## src/rtl/fx_writeback_queue.sv

```systemverilog
// fx_writeback_queue
//   In-order writeback buffer between the fixed-point execution units and the
//   FX register file. Accepts up to two results per cycle (A before B), and
//   each cycle drains the longest in-order run of up to four queued entries
//   that has no repeated GPR address and at most one XER update. The drained
//   entries drive the four GPR write ports and the XER write port from
//   registers.
//
// Ports
//   clock_i, reset_i (async, active-low), flush_i (sync, discards queue)
//   resA*/resB*      : two result inputs (valid, GPR addr/value, XER enable/value)
//   inReady_o        : room for two results this cycle
//   gprWriteN*_o     : GPR write ports 1..4 (port 1 carries the oldest entry)
//   XERWriteEn_o/XERVal_o : XER write port
//   count_o          : current queue occupancy
module fx_writeback_queue #(
  parameter int regSize           = 64,
  parameter int numGPRAddressBits = 6,
  parameter int queueDepth        = 8,
  parameter int fxWbInstance      = 0
) (
  input  logic                          clock_i,
  input  logic                          reset_i,
  input  logic                          flush_i,
  input  logic                          resAValid_i,
  input  logic [numGPRAddressBits-1:0]  resAAddr_i,
  input  logic [regSize-1:0]            resAVal_i,
  input  logic                          resAXerEn_i,
  input  logic [regSize-1:0]            resAXerVal_i,
  input  logic                          resBValid_i,
  input  logic [numGPRAddressBits-1:0]  resBAddr_i,
  input  logic [regSize-1:0]            resBVal_i,
  input  logic                          resBXerEn_i,
  input  logic [regSize-1:0]            resBXerVal_i,
  output logic                          inReady_o,
  output logic                          gprWrite1En_o,
  output logic                          gprWrite2En_o,
  output logic                          gprWrite3En_o,
  output logic                          gprWrite4En_o,
  output logic [numGPRAddressBits-1:0]  gprWriteAddr1_o,
  output logic [numGPRAddressBits-1:0]  gprWriteAddr2_o,
  output logic [numGPRAddressBits-1:0]  gprWriteAddr3_o,
  output logic [numGPRAddressBits-1:0]  gprWriteAddr4_o,
  output logic [regSize-1:0]            gprWrite1Val_o,
  output logic [regSize-1:0]            gprWrite2Val_o,
  output logic [regSize-1:0]            gprWrite3Val_o,
  output logic [regSize-1:0]            gprWrite4Val_o,
  output logic                          XERWriteEn_o,
  output logic [regSize-1:0]            XERVal_o,
  output logic [$clog2(queueDepth):0]   count_o
);
  localparam int ptrW     = $clog2(queueDepth);
  localparam int cntW     = ptrW + 1;
  localparam int numPorts = 4;

  logic [numGPRAddressBits-1:0] entryAddr   [queueDepth];
  logic [regSize-1:0]           entryVal    [queueDepth];
  logic                         entryXerEn  [queueDepth];
  logic [regSize-1:0]           entryXerVal [queueDepth];

  logic [ptrW-1:0] head;
  logic [ptrW-1:0] tail;
  logic [cntW-1:0] count;
  logic            inReady;
  logic            enqA;
  logic            enqB;
  logic [1:0]      enqNum;
  logic [ptrW-1:0] tailB;

  // Ready looks only at registered occupancy; same-cycle drains are not credited.
  assign inReady = (count <= cntW'(queueDepth - 2));
  assign enqA    = inReady & resAValid_i;
  assign enqB    = inReady & resBValid_i;
  assign enqNum  = {1'b0, enqA} + {1'b0, enqB};
  // B lands right behind A when both are accepted, otherwise at tail.
  assign tailB   = tail + ptrW'(enqA);

  // Entry storage carries no reset; occupancy is tracked by head/count alone.
  always_ff @(posedge clock_i) begin
    if (!flush_i) begin
      if (enqA) begin
        entryAddr[tail]   <= resAAddr_i;
        entryVal[tail]    <= resAVal_i;
        entryXerEn[tail]  <= resAXerEn_i;
        entryXerVal[tail] <= resAXerVal_i;
      end
      if (enqB) begin
        entryAddr[tailB]   <= resBAddr_i;
        entryVal[tailB]    <= resBVal_i;
        entryXerEn[tailB]  <= resBXerEn_i;
        entryXerVal[tailB] <= resBXerVal_i;
      end
    end
  end

  // ---- stage p0: drain selection from the queue head ----
  logic [ptrW-1:0]     drainIdx [numPorts];
  logic [numPorts-1:0] drainSel;
  logic [2:0]          drainNum;
  logic                drainXer;
  logic [regSize-1:0]  drainXerVal;
  logic                drainStop;

  always_comb begin
    drainSel    = '0;
    drainNum    = '0;
    drainXer    = 1'b0;
    drainXerVal = '0;
    drainStop   = 1'b0;
    for (int k = 0; k < numPorts; k++) begin
      drainIdx[k] = head + ptrW'(k);
    end
    // Selection is a contiguous prefix: once stopped, nothing later is taken,
    // so every earlier slot is known to be selected when comparing addresses.
    for (int k = 0; k < numPorts; k++) begin
      if (cntW'(k) >= count) drainStop = 1'b1;
      if (entryXerEn[drainIdx[k]] && drainXer) drainStop = 1'b1;
      for (int j = 0; j < k; j++) begin
        if (entryAddr[drainIdx[j]] == entryAddr[drainIdx[k]]) drainStop = 1'b1;
      end
      if (!drainStop) begin
        drainSel[k] = 1'b1;
        drainNum    = drainNum + 3'd1;
        if (entryXerEn[drainIdx[k]]) begin
          drainXer    = 1'b1;
          drainXerVal = entryXerVal[drainIdx[k]];
        end
      end
    end
  end

  // ---- stage p1: registered write ports, pointers and occupancy ----
  logic [numPorts-1:0]          wrVld_p1;
  logic [numGPRAddressBits-1:0] wrAddr_p1 [numPorts];
  logic [regSize-1:0]           wrVal_p1  [numPorts];
  logic                         xerVld_p1;
  logic [regSize-1:0]           xerVal_p1;

  always_ff @(posedge clock_i or negedge reset_i) begin
    if (!reset_i) begin
      head      <= '0;
      tail      <= '0;
      count     <= '0;
      wrVld_p1  <= '0;
      xerVld_p1 <= 1'b0;
      xerVal_p1 <= '0;
      for (int k = 0; k < numPorts; k++) begin
        wrAddr_p1[k] <= '0;
        wrVal_p1[k]  <= '0;
      end
    end else if (flush_i) begin
      head      <= '0;
      tail      <= '0;
      count     <= '0;
      wrVld_p1  <= '0;
      xerVld_p1 <= 1'b0;
    end else begin
      head      <= head + ptrW'(drainNum);
      tail      <= tail + ptrW'(enqNum);
      count     <= count + cntW'(enqNum) - cntW'(drainNum);
      wrVld_p1  <= drainSel;
      xerVld_p1 <= drainXer;
      if (drainXer) xerVal_p1 <= drainXerVal;
      // Idle ports keep their last address/value; only the enable drops.
      for (int k = 0; k < numPorts; k++) begin
        if (drainSel[k]) begin
          wrAddr_p1[k] <= entryAddr[drainIdx[k]];
          wrVal_p1[k]  <= entryVal[drainIdx[k]];
        end
      end
    end
  end

`ifdef DEBUG
  always_ff @(posedge clock_i) begin
    if (reset_i && !inReady && (resAValid_i || resBValid_i))
      $display("fx_writeback_queue[%0d]: result dropped, queue not ready (count=%0d)",
               fxWbInstance, count);
  end
`else
  localparam int unusedInstance = fxWbInstance;
`endif

  assign inReady_o       = inReady;
  assign count_o         = count;
  assign gprWrite1En_o   = wrVld_p1[0];
  assign gprWrite2En_o   = wrVld_p1[1];
  assign gprWrite3En_o   = wrVld_p1[2];
  assign gprWrite4En_o   = wrVld_p1[3];
  assign gprWriteAddr1_o = wrAddr_p1[0];
  assign gprWriteAddr2_o = wrAddr_p1[1];
  assign gprWriteAddr3_o = wrAddr_p1[2];
  assign gprWriteAddr4_o = wrAddr_p1[3];
  assign gprWrite1Val_o  = wrVal_p1[0];
  assign gprWrite2Val_o  = wrVal_p1[1];
  assign gprWrite3Val_o  = wrVal_p1[2];
  assign gprWrite4Val_o  = wrVal_p1[3];
  assign XERWriteEn_o    = xerVld_p1;
  assign XERVal_o        = xerVal_p1;

endmodule

```

## config.mk

```make
export PLATFORM = sky130hd
export DESIGN_NAME = fx_writeback_queue
export DESIGN_NICKNAME = d
export VERILOG_FILES = /design/src/rtl/fx_writeback_queue.sv
export SDC_FILE = /design/constraint.sdc
export NUM_CORES = 2
export LEC_CHECK = 0
export BUFFER_PORTS_ARGS = -buffer_cell sky130_fd_sc_hd__buf_2
export CAP_MARGIN = 30
export CORE_UTILIZATION = 53
export CTS_CLUSTER_SIZE = 16
export DETAILED_ROUTE_END_ITERATION = 10
export GPL_TIMING_DRIVEN = 0
export PLACE_DENSITY = 0.71
export SLEW_MARGIN = 20
export SYNTH_ARGS = -nofsm -noshare
export SYNTH_HDL_FRONTEND = slang
export SYNTH_SLANG_ARGS = --single-unit
export TNS_END_PERCENT = 5
```

## constraint.sdc

```tcl
create_clock -name clock_i -period 15.9 [get_ports clock_i]
set_input_delay 3.18 -clock clock_i [delete_from_list [all_inputs] [get_ports clock_i]]
set_output_delay 3.18 -clock clock_i [all_outputs]
set_load 0.005 [all_outputs]
```

==> results.sh <==
export IMPL_chipHeight_um=419.8
export IMPL_cp_slowest_cell="buf_2"
export IMPL_worst_clock_skew_ps=38.17
export IMPL_setup_slack_ps=7397
export IMPL_syn_instance_count=5954
export IMPL_ys_types=59
export IMPL_synth_edff_count=1080
export IMPL_clock_fmax_mhz=117.6
export IMPL_fin_crit_ps=8503
export IMPL_setup_viol=0
export IMPL_crit_path_max_incr_delay_ps=610
export IMPL_synth_warnings=0
export IMPL_avgSynthCellArea_um2=15.54
export IMPL_critPathLaunchType="register"
export IMPL_netlist_area_leader_share=0.3506
export IMPL_die_area_um2=176200
export IMPL_n_fill_cell=12789
export IMPL_period_share=0.5348
export IMPL_dpl_hpwl_um=256300
export IMPL_slew_viol_final=0
export IMPL_cts_num_sinks=1439
export IMPL_synthFlopType="edfxtp_1"
export IMPL_power_uw=21040
export IMPL_portBuffers=627
export IMPL_drive_above_1_share=0.4907
export IMPL_cts_tree="built"
export IMPL_place_congestion=0.9631
export IMPL_path_delay_family="buffers and inverters"
export IMPL_setup_worst_path_end_class="register"
export IMPL_finalHoldViolCount=0
export IMPL_gr_usage_all_layers=0.4007
export IMPL_htree_levels=4
export IMPL_cts_max_path_buffers=3
export IMPL_ys_ff_latch=1439
export IMPL_async_reset_ff_frac=0.2495
export IMPL_p_per_area_nw_per_um2=194.1
export IMPL_nNetsFinal=7276
export IMPL_max_cap_violations=0
export IMPL_ir_drop_mv=0.1584
export IMPL_tightestPinTransition_ps=1176
export IMPL_core_um2=172500
export IMPL_timing_critical_path_mode_cell="buf_2"
export IMPL_grt_ovfl_total=0
export IMPL_hp_class="reg2reg"
export IMPL_synth_area_leaders="edfxtp_1 35%, mux4_2 25%, mux2_2 14%"
export IMPL_dp_cells=9107
export IMPL_post_synth_instance_area_um2=92500
export IMPL_wirelength_um=355900
export IMPL_r2r_slack_ps=7400
export IMPL_grt_max_degree=95
export IMPL_vias=68713
export IMPL_post_route_drc_count=0
export IMPL_cp_data_arrival_time_ps=9200
export IMPL_num_rows=152
export IMPL_vias_per_cell=7.206
export IMPL_start_util=0.5363
export IMPL_cp_max_fo=10
export IMPL_criticalPathCategory="reg2reg"
export IMPL_crit_buf_inv=11
export IMPL_cts_hold_buf=0
export IMPL_status="completed"
export IMPL_dieWidth_um=419.8
export IMPL_drtIter0Drc=10375
export IMPL_antenna_left=0
export IMPL_boundaryPins=629
export IMPL_worst_skew_pair_late_latency_ps=860
export IMPL_clockRootBuffer="clkbuf_16"
export IMPL_clk_pin_slew_ps=60
export IMPL_syn_nets=6247
export IMPL_cts_buffers=162
export IMPL_routedWlPerCell_um=37.32
export IMPL_synth_top_area_cell="edfxtp_1"
export IMPL_yosysSeqAreaShare=0.4477
export IMPL_grt_antenna_before_repair=115
export IMPL_dp_worst_setup_slack_ps=7573
export IMPL_postCtsSetupRepairBufs=0
export IMPL_max_slew_margin=0.2158
export IMPL_hold_ws_ps=501.9
export IMPL_rsz0062_at_grt="false"
export IMPL_dr_pass1_iters=6
export IMPL_fin_cells=9535
export IMPL_leakage_uw=0.03783
export IMPL_grt_pass1_wl_um=497000
export IMPL_worst_ep_required_time_ps=16600
export IMPL_grt_pass1_vias=68284
export IMPL_ctsResizeCount=0
export IMPL_area_growth_syn_to_layout_pct=17.21
per-layer routing:
layer  up-vias  GRT usage  wire length, um
li1      26812          -                -
met1     34675     0.4688           115400
met2      5730     0.6257           166700
met3      1432     0.1226            44160
met4        64     0.2945            29240
met5         -          0              434
cell usage in the layout (no fill, tap or decap), types with 5 or more instances in the layout:
| cell type | count |
|---|---|
| diode_2 | 104 |
| nor2_1 | 354 |
| clkbuf_8 | 16 |
| buf_2 | 658 |
| dfrtp_1 | 359 |
| clkbuf_2 | 41 |
| bufinv_16 | 15 |
| clkinv_2 | 34 |
| edfxtp_1 | 1080 |
| a31oi_1 | 164 |
| clkinv_1 | 17 |
| buf_12 | 20 |
| o22ai_1 | 64 |
| clkbuf_1 | 380 |
| or3_1 | 6 |
| o21ai_0 | 10 |
| mux4_2 | 1047 |
| xor2_1 | 39 |
| buf_1 | 117 |
| buf_4 | 9 |
| nor3_1 | 5 |
| nand4_1 | 9 |
| ha_1 | 14 |
| a21oi_1 | 182 |
| nor2b_1 | 10 |
| mux2i_1 | 475 |
| o31ai_1 | 7 |
| inv_1 | 10 |
| mux2_2 | 1146 |
| inv_16 | 5 |
| nor4_1 | 70 |
| xnor2_1 | 48 |
| buf_6 | 111 |
| nand3_1 | 81 |
| nand2_1 | 89 |
| clkbuf_16 | 169 |
| mux2_4 | 63 |
| buf_16 | 47 |
| buf_8 | 70 |
path summary, 6_finish.rpt:
kind	cells after the start	to	start
max in group asynchronous	5	XERVal_o[36]	reset_i
worst max register to register	26	count_o[3]	head[0]
worst min-delay path	1	gprWrite4Val_o[40]	gprWrite4Val_o[40]
worst max-delay path	26	count_o[3]	head[0]
min in group asynchronous	1	gprWrite3Val_o[17]	reset_i
worst min register to register	1	gprWrite4Val_o[40]	gprWrite4Val_o[40]
power breakdown:
part | switching, uW | total, uW | internal [uW] | leakage (uW)
combinational | 6360 | 11400 | 5070 | 0.0212
clock | 1700 | 3980 | 2280 | 0.00274
sequential | 716 | 5630 | 4920 | 0.0139
per-stage QoR:
step | TNS [ps] | instance area [um2] | utilization
2_1_floorplan | 0 | 92510 | -
3_3_place_gp | -8578670 | 98530 | 0.5712
3_5_place_dp | 0 | 102400 | 0.5934
4_1_cts | 0 | 107900 | 0.6256
5_1_grt | 0 | 108300 | 0.6281
6_report | 0 | 108400 | 0.6286
logic make-up (layout without fill, tap and decap cells):
kind of cell | Yosys count | after routing | share of synthesized area
and+or+nand+nor | 646 | 646 | 0.03072
xor gates and xnor gates | 88 | 88 | 0.008535
other | 0 | 104 | 0
adders and majority gates | 18 | 18 | 0.002759
muxes | 2735 | 2735 | 0.4568
buffers and inverters | 572 | 1739 | 0.02462
DFF | 1439 | 1439 | 0.4477
AOI/OAI and AO/OA | 456 | 456 | 0.02885
area by class of cell:
cell class / count / area [um2] / share of cell area
clock inverters: 89 / 1002 / 0.009243
diodes: 104 / 260.3 / 0.002400
plain buffers: 560 / 2302 / 0.02123
multi-input cells: 3943 / 48940 / 0.4514
well taps: 2310 / 2890 / 0.02666
flip-flops and latches: 1439 / 41410 / 0.3820
repair buffers: 865 / 7019 / 0.06474
inverters: 12 / 45.04 / 0.0004154
clock buffers: 213 / 4554 / 0.04200
sequential cells by signal, summed over array words and instances, names as in the netlist:
register / cells
gprWrite1Val_o: 64
entryVal: 512
XERVal_o: 64
gprWriteAddr2_o: 6
gprWriteAddr1_o: 6
gprWrite2Val_o: 64
count_o: 4
tail: 3
gprWriteAddr4_o: 6
entryAddr: 48
gprWrite3Val_o: 64
entryXerVal: 512
head: 3
entryXerEn: 8
wrVld_p1: 4
gprWriteAddr3_o: 6
gprWrite4Val_o: 64
XERWriteEn_o: 1
worst register-to-register path, cell delays in order, from the launching register on:
cell	delay, ps
dfrtp_1	410
buf_4	210
buf_4	220
inv_1	160
buf_2	320
buf_2	510
buf_2	590
buf_2	620
ha_1	500
clkinv_1	470
buf_6	350
mux2i_2	400
xnor2_1	200
nand4_2	210
o221ai_1	260
buf_2	330
inv_1	80
ha_1	350
xor2_1	180
ha_1	340
o21ai_0	260
fa_1	510
ha_1	300
a21o_1	180
a21oi_1	170
xnor2_1	150
nor2_1	70
synth_stat cells, types with 6 or more instances:
master and count:
mux2_2 1146, edfxtp_1 1080, mux4_2 1047, mux2i_1 475, clkbuf_1 393, dfrtp_1 359
nor2_1 356, a21oi_1 182, a31oi_1 164, buf_1 132, nand2_1 91, nand3_1 81
nor4_1 70, o22ai_1 64, mux2_4 63, xnor2_1 48, xor2_1 39, buf_2 17
ha_1 14, o21ai_0 12, buf_6 11, inv_1 10, nor2b_1 10, nand4_1 9
o31ai_1 9, buf_4 7, or3_1 6
Note: power is estimated with default switching activity, not from simulation.
